File: config.mk
export PLATFORM = sky130hd
export DESIGN_NAME = brew_sequencer
export DESIGN_NICKNAME = d
export VERILOG_FILES = /design/src/rtl/brew_sequencer.sv
export SDC_FILE = /design/constraint.sdc
export NUM_CORES = 1
export LEC_CHECK = 0
export ABC_AREA = 1
export CAP_MARGIN = 15
export CORE_MARGIN = 2
export CORE_UTILIZATION = 43
export DETAILED_ROUTE_END_ITERATION = 12
export PLACE_DENSITY_LB_ADDON = 0.05
export SKIP_CTS_REPAIR_TIMING = 1
export SYNTH_ARGS = -nofsm -noshare
export SYNTH_HDL_FRONTEND = slang
export SYNTH_SLANG_ARGS = --single-unit
File: constraint.sdc
create_clock -name clk -period 3.2 [get_ports clk]
set_input_delay 0.48 -clock clk [delete_from_list [all_inputs] [get_ports clk]]
set_output_delay 0.48 -clock clk [all_outputs]
set_load 0.005 [all_outputs]
File: src/rtl/brew_sequencer.sv
// brew_sequencer
// Brew kettle controller: cleaning cycle (disposal, sterilise, cool), fill,
// step mash with N_RESTS thermostat-controlled timed rests, then a multi-pass
// sparge. All outputs are registered.
//
// Ports:
//   clk        clock
//   reset      synchronous, active-low reset
//   start      start request, only acted on in IDLE
//   tick       one-cycle timebase strobe for the rest timer
//   temp       kettle temperature
//   level      kettle level
//   rest_temp  packed rest target temperatures, rest i at [i*DW +: DW]
//   rest_time  packed rest hold times (ticks), rest i at [i*TW +: TW]
//   heat       heater enable
//   agitate    agitator enable
//   chute      grain chute open (one-cycle pulse at mash-in)
//   pump       valve bank {IN,OUT,TANK}
//   state      current state code
//   rest_idx   active rest index
//   busy       high whenever not IDLE
//   done       one-cycle pulse on brew completion
//   fault      high in FAULT
//
// Optional build macro: BREW_WATCHDOG_EN adds a per-state watchdog (parameter
// WD_TICKS) that forces FAULT when a state lasts WD_TICKS ticks.

module brew_sequencer #(
   parameter int DW             = 8,
   parameter int TW             = 8,
   parameter int N_RESTS        = 3,
   parameter int SPARGE_PASSES  = 2,
   parameter int HYST           = 2,
   parameter int T_SAFE         = 30,
   parameter int T_STERILE      = 80,
   parameter int T_MAX          = 95,
   parameter int L_PREPARE      = 125,
   parameter int L_SPARGE_START = 70,
   parameter int L_SPARGE_END   = 40,
   parameter int L_LOW          = 20
`ifdef BREW_WATCHDOG_EN
   ,
   parameter int WD_TICKS       = 200
`endif
) (
   input  logic                  clk,
   input  logic                  reset,
   input  logic                  start,
   input  logic                  tick,
   input  logic [DW-1:0]         temp,
   input  logic [DW-1:0]         level,
   input  logic [N_RESTS*DW-1:0] rest_temp,
   input  logic [N_RESTS*TW-1:0] rest_time,
   output logic                  heat,
   output logic                  agitate,
   output logic                  chute,
   output logic [2:0]            pump,
   output logic [3:0]            state,
   output logic [2:0]            rest_idx,
   output logic                  busy,
   output logic                  done,
   output logic                  fault
);

   typedef enum logic [3:0] {
      IDLE      = 4'd0,
      DISPOSAL  = 4'd1,
      STERILISE = 4'd2,
      COOL      = 4'd3,
      FILL      = 4'd4,
      MASH_HEAT = 4'd5,
      MASH_REST = 4'd6,
      SPARGE    = 4'd7,
      SPARGE_B  = 4'd8,
      DONE      = 4'd9,
      FAULT     = 4'd10
   } state_t;

   localparam logic [2:0] PUMP_OFF     = 3'b000;
   localparam logic [2:0] PUMP_WASTE   = 3'b010;
   localparam logic [2:0] PUMP_TO_TANK = 3'b011;
   localparam logic [2:0] PUMP_WATER   = 3'b100;
   localparam logic [2:0] PUMP_SPARGE  = 3'b111;

   localparam logic [DW-1:0] HYST_W     = DW'(HYST);
   localparam logic [DW-1:0] T_SAFE_W   = DW'(T_SAFE);
   localparam logic [DW-1:0] T_STER_W   = DW'(T_STERILE);
   localparam logic [DW-1:0] T_MAX_W    = DW'(T_MAX);
   localparam logic [DW-1:0] L_PREP_W   = DW'(L_PREPARE);
   localparam logic [DW-1:0] L_SSTART_W = DW'(L_SPARGE_START);
   localparam logic [DW-1:0] L_SEND_W   = DW'(L_SPARGE_END);
   localparam logic [DW-1:0] L_LOW_W    = DW'(L_LOW);
   localparam logic [2:0]    LAST_IDX   = 3'(N_RESTS - 1);
   localparam logic [3:0]    PASSES_W   = 4'(SPARGE_PASSES);

   state_t          state_reg, state_next;
   logic [2:0]      rest_idx_reg, rest_idx_next;
   logic [TW-1:0]   timer_reg, timer_next;
   logic [3:0]      pass_reg, pass_next;
   logic            heat_reg, heat_next;
   logic            agitate_reg, agitate_next;
   logic            chute_reg, chute_next;
   logic [2:0]      pump_reg, pump_next;
   logic            done_reg, done_next;
   logic            busy_reg;
   logic            fault_reg;
   logic            wd_expired;

   // Unpack the rest tables into 8-entry arrays so the 3-bit rest index
   // addresses them directly; unused slots read as zero.
   logic [DW-1:0] tgt_arr  [8];
   logic [TW-1:0] hold_arr [8];

   for (genvar gi = 0; gi < 8; gi++) begin : g_rest
      if (gi < N_RESTS) begin : g_used
         assign tgt_arr[gi]  = rest_temp[gi*DW +: DW];
         assign hold_arr[gi] = rest_time[gi*TW +: TW];
      end else begin : g_unused
         assign tgt_arr[gi]  = '0;
         assign hold_arr[gi] = '0;
      end
   end

   logic [DW-1:0] tgt;
   logic [DW-1:0] tgt_lo;
   logic [TW-1:0] hold;

   assign tgt    = tgt_arr[rest_idx_reg];
   assign hold   = hold_arr[rest_idx_reg];
   // Lower thermostat threshold saturates at zero for very low targets.
   assign tgt_lo = (tgt > HYST_W) ? (tgt - HYST_W) : '0;

`ifdef BREW_WATCHDOG_EN
   localparam int WD_W = $clog2(WD_TICKS + 1);
   logic [WD_W-1:0] wd_reg, wd_next;

   assign wd_expired = (wd_reg >= WD_W'(WD_TICKS));

   always_comb begin
      wd_next = wd_reg;
      if (state_next != state_reg)
         wd_next = '0;
      else if (tick && state_reg != IDLE && state_reg != FAULT && !wd_expired)
         wd_next = wd_reg + 1'b1;
   end
`else
   assign wd_expired = 1'b0;
`endif

   always_comb begin
      state_next    = state_reg;
      rest_idx_next = rest_idx_reg;
      timer_next    = timer_reg;
      pass_next     = pass_reg;
      heat_next     = heat_reg;
      agitate_next  = agitate_reg;
      chute_next    = 1'b0;
      pump_next     = pump_reg;
      done_next     = 1'b0;

      // Hysteresis thermostat during the mash; holds between thresholds.
      if (state_reg == MASH_HEAT || state_reg == MASH_REST) begin
         if (temp >= tgt)
            heat_next = 1'b0;
         else if (temp < tgt_lo)
            heat_next = 1'b1;
      end

      case (state_reg)
         IDLE: begin
            if (start) begin
               if (level != '0) begin
                  state_next = DISPOSAL;
                  pump_next  = PUMP_WASTE;
               end else begin
                  state_next = FILL;
                  pump_next  = PUMP_WATER;
               end
            end
         end
         DISPOSAL: begin
            if (level == '0) begin
               state_next = STERILISE;
               pump_next  = PUMP_OFF;
               heat_next  = 1'b1;
            end
         end
         STERILISE: begin
            if (temp >= T_STER_W) begin
               state_next = COOL;
               heat_next  = 1'b0;
            end
         end
         COOL: begin
            if (temp <= T_SAFE_W) begin
               state_next = FILL;
               pump_next  = PUMP_WATER;
            end
         end
         FILL: begin
            if (level >= L_PREP_W) begin
               state_next    = MASH_HEAT;
               pump_next     = PUMP_OFF;
               agitate_next  = 1'b1;
               rest_idx_next = 3'd0;
               chute_next    = 1'b1;
            end
         end
         MASH_HEAT: begin
            if (temp >= tgt) begin
               state_next = MASH_REST;
               timer_next = '0;
            end
         end
         MASH_REST: begin
            if (timer_reg == hold) begin
               if (rest_idx_reg == LAST_IDX) begin
                  state_next   = SPARGE;
                  heat_next    = 1'b0;
                  agitate_next = 1'b0;
                  pump_next    = PUMP_TO_TANK;
               end else begin
                  state_next    = MASH_HEAT;
                  rest_idx_next = rest_idx_reg + 3'd1;
               end
            end else if (tick && timer_reg != '1) begin
               timer_next = timer_reg + 1'b1;
            end
         end
         SPARGE: begin
            if (level <= L_LOW_W) begin
               state_next = DONE;
               pump_next  = PUMP_OFF;
               done_next  = 1'b1;
            end else if (level < L_SSTART_W && pass_reg < PASSES_W) begin
               state_next = SPARGE_B;
               pump_next  = PUMP_SPARGE;
            end
         end
         SPARGE_B: begin
            if (level < L_SEND_W) begin
               state_next = SPARGE;
               pass_next  = pass_reg + 4'd1;
               pump_next  = PUMP_TO_TANK;
            end
         end
         DONE: begin
            state_next = IDLE;
            pass_next  = 4'd0;
         end
         FAULT: state_next = FAULT;
         default: state_next = FAULT;
      endcase

      // Over-temperature / watchdog pre-empt whatever transition was chosen,
      // so counters and index stay as they were.
      if (temp >= T_MAX_W || wd_expired)
         state_next = FAULT;

      if (state_next == FAULT) begin
         rest_idx_next = rest_idx_reg;
         timer_next    = timer_reg;
         pass_next     = pass_reg;
         heat_next     = 1'b0;
         agitate_next  = 1'b0;
         chute_next    = 1'b0;
         pump_next     = PUMP_OFF;
         done_next     = 1'b0;
      end
   end

   always_ff @(posedge clk) begin
      if (!reset) begin
         state_reg    <= IDLE;
         rest_idx_reg <= 3'd0;
         timer_reg    <= '0;
         pass_reg     <= 4'd0;
         heat_reg     <= 1'b0;
         agitate_reg  <= 1'b0;
         chute_reg    <= 1'b0;
         pump_reg     <= PUMP_OFF;
         done_reg     <= 1'b0;
         busy_reg     <= 1'b0;
         fault_reg    <= 1'b0;
`ifdef BREW_WATCHDOG_EN
         wd_reg       <= '0;
`endif
      end else begin
         state_reg    <= state_next;
         rest_idx_reg <= rest_idx_next;
         timer_reg    <= timer_next;
         pass_reg     <= pass_next;
         heat_reg     <= heat_next;
         agitate_reg  <= agitate_next;
         chute_reg    <= chute_next;
         pump_reg     <= pump_next;
         done_reg     <= done_next;
         busy_reg     <= (state_next != IDLE);
         fault_reg    <= (state_next == FAULT);
`ifdef BREW_WATCHDOG_EN
         wd_reg       <= wd_next;
`endif
      end
   end

   assign state    = state_reg;
   assign rest_idx = rest_idx_reg;
   assign heat     = heat_reg;
   assign agitate  = agitate_reg;
   assign chute    = chute_reg;
   assign pump     = pump_reg;
   assign busy     = busy_reg;
   assign done     = done_reg;
   assign fault    = fault_reg;

endmodule

# After elaboration in Yosys (flattened, before gate mapping)
# Cells that the tools add are included.
# op_classes
n_reduce_logical	19
n_addsub	4
order_cmp	12
mux	55
eq_ne	25
bitwise	5
# op_table
cell	n
$mux 8	8
$bmux 8 s3	2
$mux 4	12
$pmux 4 s10	1
$mux 3	13
$ge 8x7->1 const B	3
$pmux 3 s7	1
$eq 4x3->1 const B	4
$le 8x5->1 const B	2
$pmux 8 s2	1
$ne 2x2->1 const B	7
$eq 4x4->1 const B	3
$mux 1	12
$reduce_and 5->1	2
$reduce_and 9->1	1
$add 8x1->8 const B	1
$eq 4x2->1 const B	2
$eq 8x8->1	1
$ge 8x8->1	1
$gt 8x2->1 const B	1
$logic_not 8->1	1
$lt 8x6->1 const B	1
$lt 8x7->1 const B	1
$lt 8x8->1	1
other kinds (28)	38
# word_totals
wordCells	131
output_inout_bits	16
inputBits	68
reg_bits	28

# Logic depth before layout (Yosys ltp)
# Gate-level depths: netlist of the first run.
# logic_depth
depth_word	13
ltp_mapped	21
mapped_depth_nobuf	19

# Least setup slack after synthesis of the first run
# No wires, ideal clock.
# synth_path
path_kind	register to register
from	register rest_idx_reg[1], in the netlist rest_idx[1]
to	register heat_reg, in the netlist heat
period_less_slack_ns	2.668
required_time_ns	3.130
setup_slack_ns	0.532
t_arrival_ns	2.598
path_buffers	1
path_stages_with_launch	19
setup_time_ns	0.070
cell_sequence	dfxtp_1 > inv_2 > buf_4 > nand3_1 > and2_1 > or2_2 > ha_1 > nand3_1 > nand3b_1 > xor2_1 > nand2_1 > ha_1 > a21oi_1 > o21ai_0 > a21oi_1 > nand2_1 > nand2_1 > nand2_1 > a21oi_1
# synth_between
elab_chain_cells	13
elab_cells_between_ends	29
classes_between	1 x add/sub; 3 x order compare; 3 x eq/ne; 20 x mux; 1 x bitwise; 1 x reduce/logical
# synth_lines
element	line	rtl
start, declared	97	logic [2:0] rest_idx_reg, rest_idx_next;
start signal, assigned	290	rest_idx_reg <= rest_idx_next;
$not 3->4 (not written as such)	128, 129	
$bmux 8 s3	128	assign tgt = tgt_arr[rest_idx_reg];
$mux 8 (not written as such) (2 in a row)	128	
$sub 8x2->8 / $gt 8x2->1 (equally long branches)	131	assign tgt_lo = (tgt > HYST_W) ? (tgt - HYST_W) : '0;
$mux 8	131	
$lt 8x8->1	165	else if (temp < tgt_lo)
$mux 1	165	
$mux 1	163	if (temp >= tgt)
$mux 1	162	if (state_reg == MASH_HEAT || state_reg == MASH_REST) begin
$mux 1	217	if (rest_idx_reg == LAST_IDX) begin
$mux 1	216	if (timer_reg == hold) begin
$pmux 1 s3	169	case (state_reg)
end signal, assigned	293	heat_reg <= heat_next;
end, declared	100	logic heat_reg, heat_next;
# Several ways; a longest one is shown, not always the timed one. The select of a mux whose other input is x is not followed.
# A chain may end at the register's enable or synchronous reset.

# Final worst setup path of the first run
# layout_path
from	input rest_temp[1]
to	register timer_reg[1]
# layout_between
elab_chain_cells	10
elab_cells_between_ends	11
classes_between	1 x order compare; 2 x eq/ne; 6 x mux; 1 x bitwise; 1 x reduce/logical
# layout_lines
element	line	rtl
start, declared	52	input logic [N_RESTS*DW-1:0] rest_temp,
$bmux 8 s3 (*)	128	
$mux 8 (not written as such) (*) (2 in a row)	128	
$ge 8x8->1 (*)	210	if (temp >= tgt) begin
$mux 4	210	
$pmux 4 s10	169	
$mux 4	257	if (temp >= T_MAX_W || wd_expired)
$eq 4x4->1	260	if (state_next == FAULT) begin
$not 1->1 (no line)	-	
$reduce_and 5->1 (no line) (*)	-	
end signal, assigned	291	timer_reg <= timer_next;
end, declared	98	logic [TW-1:0] timer_reg, timer_next;
# Every way passes the cells marked *; elsewhere a longest branch is shown, timed or not. The select of a mux whose other input is x is not followed.

==> results of run 1 <==
## routing by layer
layer  GRT usage (%)  routed length, microns
met5               0                       0
met1           27.62                    3726
met4           3.693                     104
met2           39.79                    3776
met3           2.286                     297
## Yosys cell counts (2+ instances only)
master / count
a21oi_2: 2
nand4_1: 6
nor3_1: 13
nor2_2: 8
inv_1: 67
o21ai_0: 24
buf_4: 3
buf_6: 3
nand2_1: 144
xor2_1: 15
o21ai_1: 8
nor2_1: 59
nand3_1: 33
ha_1: 20
nand2_4: 2
o21ai_4: 2
dfxtp_1: 28
nand2_2: 2
a21oi_1: 31
nand3b_1: 2
xnor2_1: 3
## worst min-delay path: cells and delay by family, from the launching register on
family | cells | cell delay (ps)
DFF | 1 | 330
AOI/OAI and AO/OA | 1 | 50
and+or+nand+nor | 1 | 60
## power groups by stage
stage,registers (mW),clock network [mW],logic (mW)
finish,0.364,0.227,0.297
global route,0.366,0.239,0.339
CTS,0.364,0.234,0.297
detailed placement,0.372,0,0.295
global placement,0.372,0,0.292
floorplan,0.371,0,0.157
## stage by stage
step                hold WS (ps)  power [mW]  instances  util (%)  TNS (ps)
CTS                        473.9      0.8955        661     58.12         0
floorplan                  455.5      0.5287        495         -         0
global placement           452.2      0.6645        657     57.30         0
global route               504.3      0.9439        661     58.25         0
detailed placement         457.8      0.6675        657     57.30    -20.46
finish                     470.8      0.8889        661     58.25         0
## worst max-delay path by stage
stage                     cells after the start          from            to  slack (ps)
after floorplan                              18   rest_idx[1]          heat         530
after global placement                       19  rest_temp[1]          heat          60
after detailed placement                     19  rest_temp[1]          heat         -20
after CTS                                    18   rest_idx[0]          heat         110
after global routing                         16   rest_idx[1]  timer_reg[1]          10
final                                        16  rest_temp[1]  timer_reg[1]         280
## area by class of cell
type / count / area share (%)
Clock buffer: 4 / 1.407
Multi-Input combinational cell: 387 / 51.95
Sequential cell: 28 / 14.35
Inverter: 71 / 6.969
Tap cell: 80 / 2.558
Timing Repair Buffer: 91 / 22.76
## cell families (layout without fill, tap and decap cells)
group / count (synthesis) / after routing / synth area share, %
compound gates: 73 / 73 / 14.05
xor+xnor: 18 / 18 / 5.364
simple gates: 276 / 276 / 41.00
fa+ha+maj: 20 / 20 / 8.514
flops: 28 / 28 / 19.07
buf+inv: 80 / 166 / 12.00
==> impl_metrics.csv, run 1 <==
group,metric,value,unit
placed_design,hpwl,6525,microns
floorplan,rows,30,
synthesis,ys_types,41,
clocking,root_buffer,"clkbuf_8",
finish,mostFrequentLayoutCells,"nand2_1 (144), clkdlybuf4s50_1 (83), inv_1 (67)",
synthesis,synth_seq_cells,28,
timing,hold_viol_final,0,
grt,grt_max_degree,19,
power_and_ir_drop,leakage,1.809,nW
floorplan,ios,84,
synthesis,synth-async-reset-ratio,0,%
critical_path,slowest_stage,"clkdlybuf4s50_1",
synthesis,synth_top_cell_area_share,19.07,%
timing,worstMarginPinSlew,473.1,ps
critical_path,slowest_delay,450,ps
detailed_routing,first_iter_violations,116,
synthesis,yosysSeqAreaShare,19.07,%
critical_path,arrival,3100,ps
timing,fmax,0.3427,GHz
clocking,cts_tree,"done",
timing,maxSlewHeadroom,68.13,%
timing,period_share,91.18,%
placed_design,place_ws,-20.24,ps
power_and_ir_drop,p_seq_share,41.0,%
finish,area_growth,33.16,%
clocking,cts_buffer_depth,2,
critical_path,crit_fanout,10,
synthesis,synth_enable_flop_cells,0,
detailed_routing,viasPerCell,4.961,
timing,finClkSkew,5.297,ps
finish,drive_gt1_share,6.713,%
floorplan,die_h,86.68,microns
clocking,numCtsBuffers,3,
grt,grt_antenna_before_repair,0,
grt,grt-ovfl-total,0,
power_and_ir_drop,worst_ir_drop_vdd,0.2261,mV
floorplan,dieWidth,86.68,microns
synthesis,syn_nets,583,
detailed_routing,drt-total-wl,7905,microns
synthesis,synth_area,2939,sq um
synthesis,avgSynthCellArea,5.938,sq um
finish,postLayoutCellArea,3914,sq um
critical_path,path_cells,"clkdlybuf4s50_1 -> inv_1 -> nand2_1 -> nand3_1 -> and2_1 -> or2_2 -> ha_1 -> a21oi_1 -> o21ai_0 -> nand2_1 -> o2111ai_1 -> nand2_1 -> nand2_1 -> nand4_2 -> o21ai_2 -> nor2_1",
synthesis,synthCells,495,
timing,rsz0062_at_grt,"false",
finish,nFillCells,685,
hold_path,hp-class,"flip-flop to flip-flop",
critical_path,ff2ff_path_depth,15,
finish,n_antenna_cell,0,
detailed_routing,dr.pass1.iters,4,
power_and_ir_drop,pwr-share-comb,33.4,%
placed_design,portBuffers,83,
finish,nets,670,
critical_path,setup.worst_path.start_class,"input pin",
timing,period_needed,2918,ps
clocking,clk_latency,280,ps
detailed_routing,drtAntennaViolNets,0,
detailed_routing,num_vias,3279,
detailed_routing,drc,0,
grt,grt_pass1_vias,3108,
hold_path,min_to,"pump[1]",
synthesis,yosys_warnings,0,
timing,maxSlewViolCount,0,
flow_run,drv_cap,0,
clocking,clk_pin_slew,100,ps
clocking,htreeDepth,1,
critical_path,critical_path_required,3380,ps
synthesis,synth_area_leaders,"dfxtp_1 (19%), nand2_1 (18%), inv_1 (8.6%), ha_1 (8.5%), nor2_1 (7.5%)",
floorplan,fp.coreArea,6719,sq um
hold_path,whs_path_depth,2,
placed_design,placed_area,3850,sq um
timing,setup_slack,282.3,ps
grt,grt_pass1_wl,13370,microns
finish,seq_area,561.8,sq um
timing,setup_viol,0,
placed_design,gp_congestion,0.9225,
critical_path,r2r_end,"timer_reg[1]",
critical_path,critPathBufInv,2,
floorplan,die_area,7513,sq um
critical_path,endpoint_kind,"flip-flop",
grt,track_usage,21.69,%
power_and_ir_drop,p_int,0.6203,mW
power_and_ir_drop,power_density,227.1,nW/um^2
power_and_ir_drop,power_switching,0.2686,mW
synthesis,synth_ff_type,"dfxtp_1",
critical_path,criticalPathCategory,"input pin to flip-flop",
clocking,cts.sinks,28,
critical_path,rr_startpoint,"rest_idx[0]",
status,status,"finished clean",
hold_path,min_from,"pump[1]",
critical_path,worst-r2r-setup-slack,310,ps
floorplan,start_util,43.74,%
finish,largest_reg_flops,8,
power_and_ir_drop,netSwitchingFraction,30.22,%
critical_path,crit_family,"simple AND/OR/NAND/NOR gates",
power_and_ir_drop,p_clk_share,25.6,%
finish,mostFrequentLayoutCell,"nand2_1",
synthesis,synth_largest_area_cell,"dfxtp_1",
finish,multiInputGateArea,2033,sq um
detailed_routing,wire_per_inst,11.96,microns
critical_path,crit_top_cell,"nand2_1",
No activity file was read; power rests on OpenSTA's default activity.
==> inputs of run 2 (changes only) <==
--- a/config.mk
+++ b/config.mk
@@ -10,6 +10,7 @@
 export CORE_MARGIN = 2
 export CORE_UTILIZATION = 43
 export DETAILED_ROUTE_END_ITERATION = 12
+export MAX_ROUTING_LAYER = met4
 export PLACE_DENSITY_LB_ADDON = 0.05
 export SKIP_CTS_REPAIR_TIMING = 1
 export SYNTH_ARGS = -nofsm -noshare
==> constraint.sdc (replaced) <==
create_clock -name clk -period 3.7 [get_ports clk]
set_input_delay 0.555 -clock clk [delete_from_list [all_inputs] [get_ports clk]]
set_output_delay 0.555 -clock clk [all_outputs]
set_load 0.005 [all_outputs]
==> run 2 against run 1 <==
Effect of this change: worst setup slack improved by 190 ps; cell area decreased by 0.77%; via count up 0.52%; sequential cell count stayed put; critical path depth rose by 2; hold slack worse by 2.5 ps; power down 7.7%; largest power group unchanged.
==> impl_metrics.csv, run 2 (synthesis results as in run 1) <==
group,metric,value,unit
grt,track_usage,22.78,%
detailed_routing,drtAntennaViolNets,0,
clocking,cts_buffer_depth,2,
clocking,clk_pin_slew,100,ps
critical_path,r2r_end,"heat",
timing,period_share,87.13,%
placed_design,gp_congestion,0.8974,
placed_design,portBuffers,83,
grt,grt_pass1_wl,13710,microns
critical_path,criticalPathCategory,"flip-flop to flip-flop",
floorplan,die_area,7513,sq um
timing,finClkSkew,1.633,ps
finish,drive_gt1_share,5.382,%
power_and_ir_drop,p_int,0.5852,mW
critical_path,arrival,3450,ps
finish,area_growth,32.14,%
timing,fin_setup_tns,0,ps
detailed_routing,dr.pass1.iters,5,
timing,worstMarginPinSlew,829.9,ps
power_and_ir_drop,power_switching,0.2357,mW
critical_path,worst-r2r-setup-slack,480,ps
finish,largest_reg_flops,8,
floorplan,start_util,43.74,%
timing,rsz0062_at_grt,"false",
power_and_ir_drop,pwr-share-comb,31.2,%
grt,grt-ovfl-total,0,
hold_path,hp-class,"flip-flop to flip-flop",
status,status,"finished clean",
finish,n_antenna_cell,0,
floorplan,die_h,86.68,microns
grt,grt_max_degree,19,
detailed_routing,drt-total-wl,7967,microns
placed_design,dp.cells,652,
critical_path,timing.critical_path.from,"rest_idx[0]",
floorplan,dieWidth,86.68,microns
critical_path,ff2ff_path_depth,18,
grt,grt_antenna_before_repair,0,
critical_path,crit_fanout,18,
power_and_ir_drop,p_clk_share,30.3,%
placed_design,hpwl,6528,microns
clocking,clk_latency,280,ps
critical_path,critical_path_required,3920,ps
detailed_routing,drc,0,
clocking,cts.sinks,28,
power_and_ir_drop,netSwitchingFraction,28.72,%
finish,stdcell_count,656,
timing,hold_viol_final,0,
critical_path,rr_startpoint,"rest_idx[0]",
timing,setup_viol,0,
flow_run,drv_cap,0,
power_and_ir_drop,power_density,211.4,nW/um^2
detailed_routing,wire_per_inst,12.14,microns
detailed_routing,num_vias,3296,
floorplan,rows,30,
finish,nets,665,
timing,maxSlewHeadroom,43.97,%
power_and_ir_drop,worst_ir_drop_vdd,0.2668,mV
clocking,root_buffer,"clkbuf_8",
finish,mostFrequentLayoutCells,"nand2_1 (144), clkdlybuf4s50_1 (83), inv_1 (67)",
critical_path,setup.worst_path.start_class,"flip-flop",
finish,finish.utilization,57.80,%
finish,mostFrequentLayoutCell,"nand2_1",
timing,period_needed,3224,ps
timing,fmax,0.3102,GHz
detailed_routing,first_iter_violations,122,
floorplan,ios,84,
power_and_ir_drop,leakage,1.791,nW
power_and_ir_drop,p_seq_share,38.4,%
clocking,htreeDepth,1,
grt,grt_pass1_vias,3128,
critical_path,endpoint,"heat",
clocking,cts_tree,"done",
timing,maxSlewViolCount,0,
critical_path,endpoint_kind,"flip-flop",
clocking,numCtsBuffers,3,
floorplan,fp.coreArea,6719,sq um
detailed_routing,viasPerCell,5.024,
[run 2: cell types whose count changed in the layout (fill, tap and decap cells not counted), sizes merged]
cell    delta
bufinv     +1
buf        -5
clkbuf     -1
[run 2: routing by layer]
layer	up-vias	share of wire (%)	track usage [%]
met1	1464	47	29.19
met5	-	0	-
met4	0	1.0	4.119
met3	10	4.3	3.143
li1	1738	-	-
met2	84	48	38.67
[run 2: through the flow]
stage	area, sq um	worst slack (ps)	power, mW	hold slack (ps)
6_report	3884	476.2	0.8209	468.4
5_1_grt	3884	167.2	0.8712	503.5
4_1_cts	3884	468.1	0.8289	474.1
3_5_place_dp	3812	331.8	0.5789	459.2
3_3_place_gp	3812	417.2	0.5744	451.4
2_1_floorplan	2939	1032	0.4573	455.5
[run 2: how the worst min path moves through the flow]
stage               startpoint      end  cells after the start
floorplan              pump[1]  pump[1]                      2
global placement       pump[2]  pump[2]                      2
detailed placement     pump[1]  pump[1]                      2
CTS                    pump[2]  pump[2]                      2
global route           pump[2]  pump[2]                      2
finish                 pump[2]  pump[2]                      2
[run 2: worst max-delay path, stage by stage (launching register included)]
cell and delay, ps:
dfxtp_1 700, inv_6 170, nand2_1 100, nand3_1 60
and2_1 160, or2_2 320, ha_1 220, nand3_1 110
nand3b_1 130, xor2_1 140, nand2_1 70, ha_1 280
a21oi_1 140, o21ai_0 130, a21oi_1 150, nand2_1 70
nand2_1 60, nand2_1 50, a21oi_1 110
[run 2: area by class of cell]
type,count,area [sq um]
tap,80,100.1
inverter,71,272.8
clock buffer,3,41.29
fill,703,2835
multi-input combinational,387,2026
clock inverter,1,30.03
sequential,28,560.5
timing repair buffer,86,853.3
[run 2: power by group through the flow]
stage | logic, mW | clock network, mW | registers (mW)
floorplan | 0.136 | 0 | 0.321
global route | 0.292 | 0.262 | 0.317
CTS | 0.257 | 0.256 | 0.316
finish | 0.256 | 0.249 | 0.315
global placement | 0.252 | 0 | 0.322
detailed placement | 0.256 | 0 | 0.323
==> inputs of run 3 (changes only) <==
--- a/config.mk
+++ b/config.mk
@@ -6,6 +6,7 @@
 export NUM_CORES = 1
 export LEC_CHECK = 0
 export ABC_AREA = 1
+export ABC_CLOCK_PERIOD_IN_PS = 3700
 export CAP_MARGIN = 15
 export CORE_MARGIN = 2
 export CORE_UTILIZATION = 43
==> results of run 3 <==
No change in the layout: final DEF, timing and power equal those of run 2.
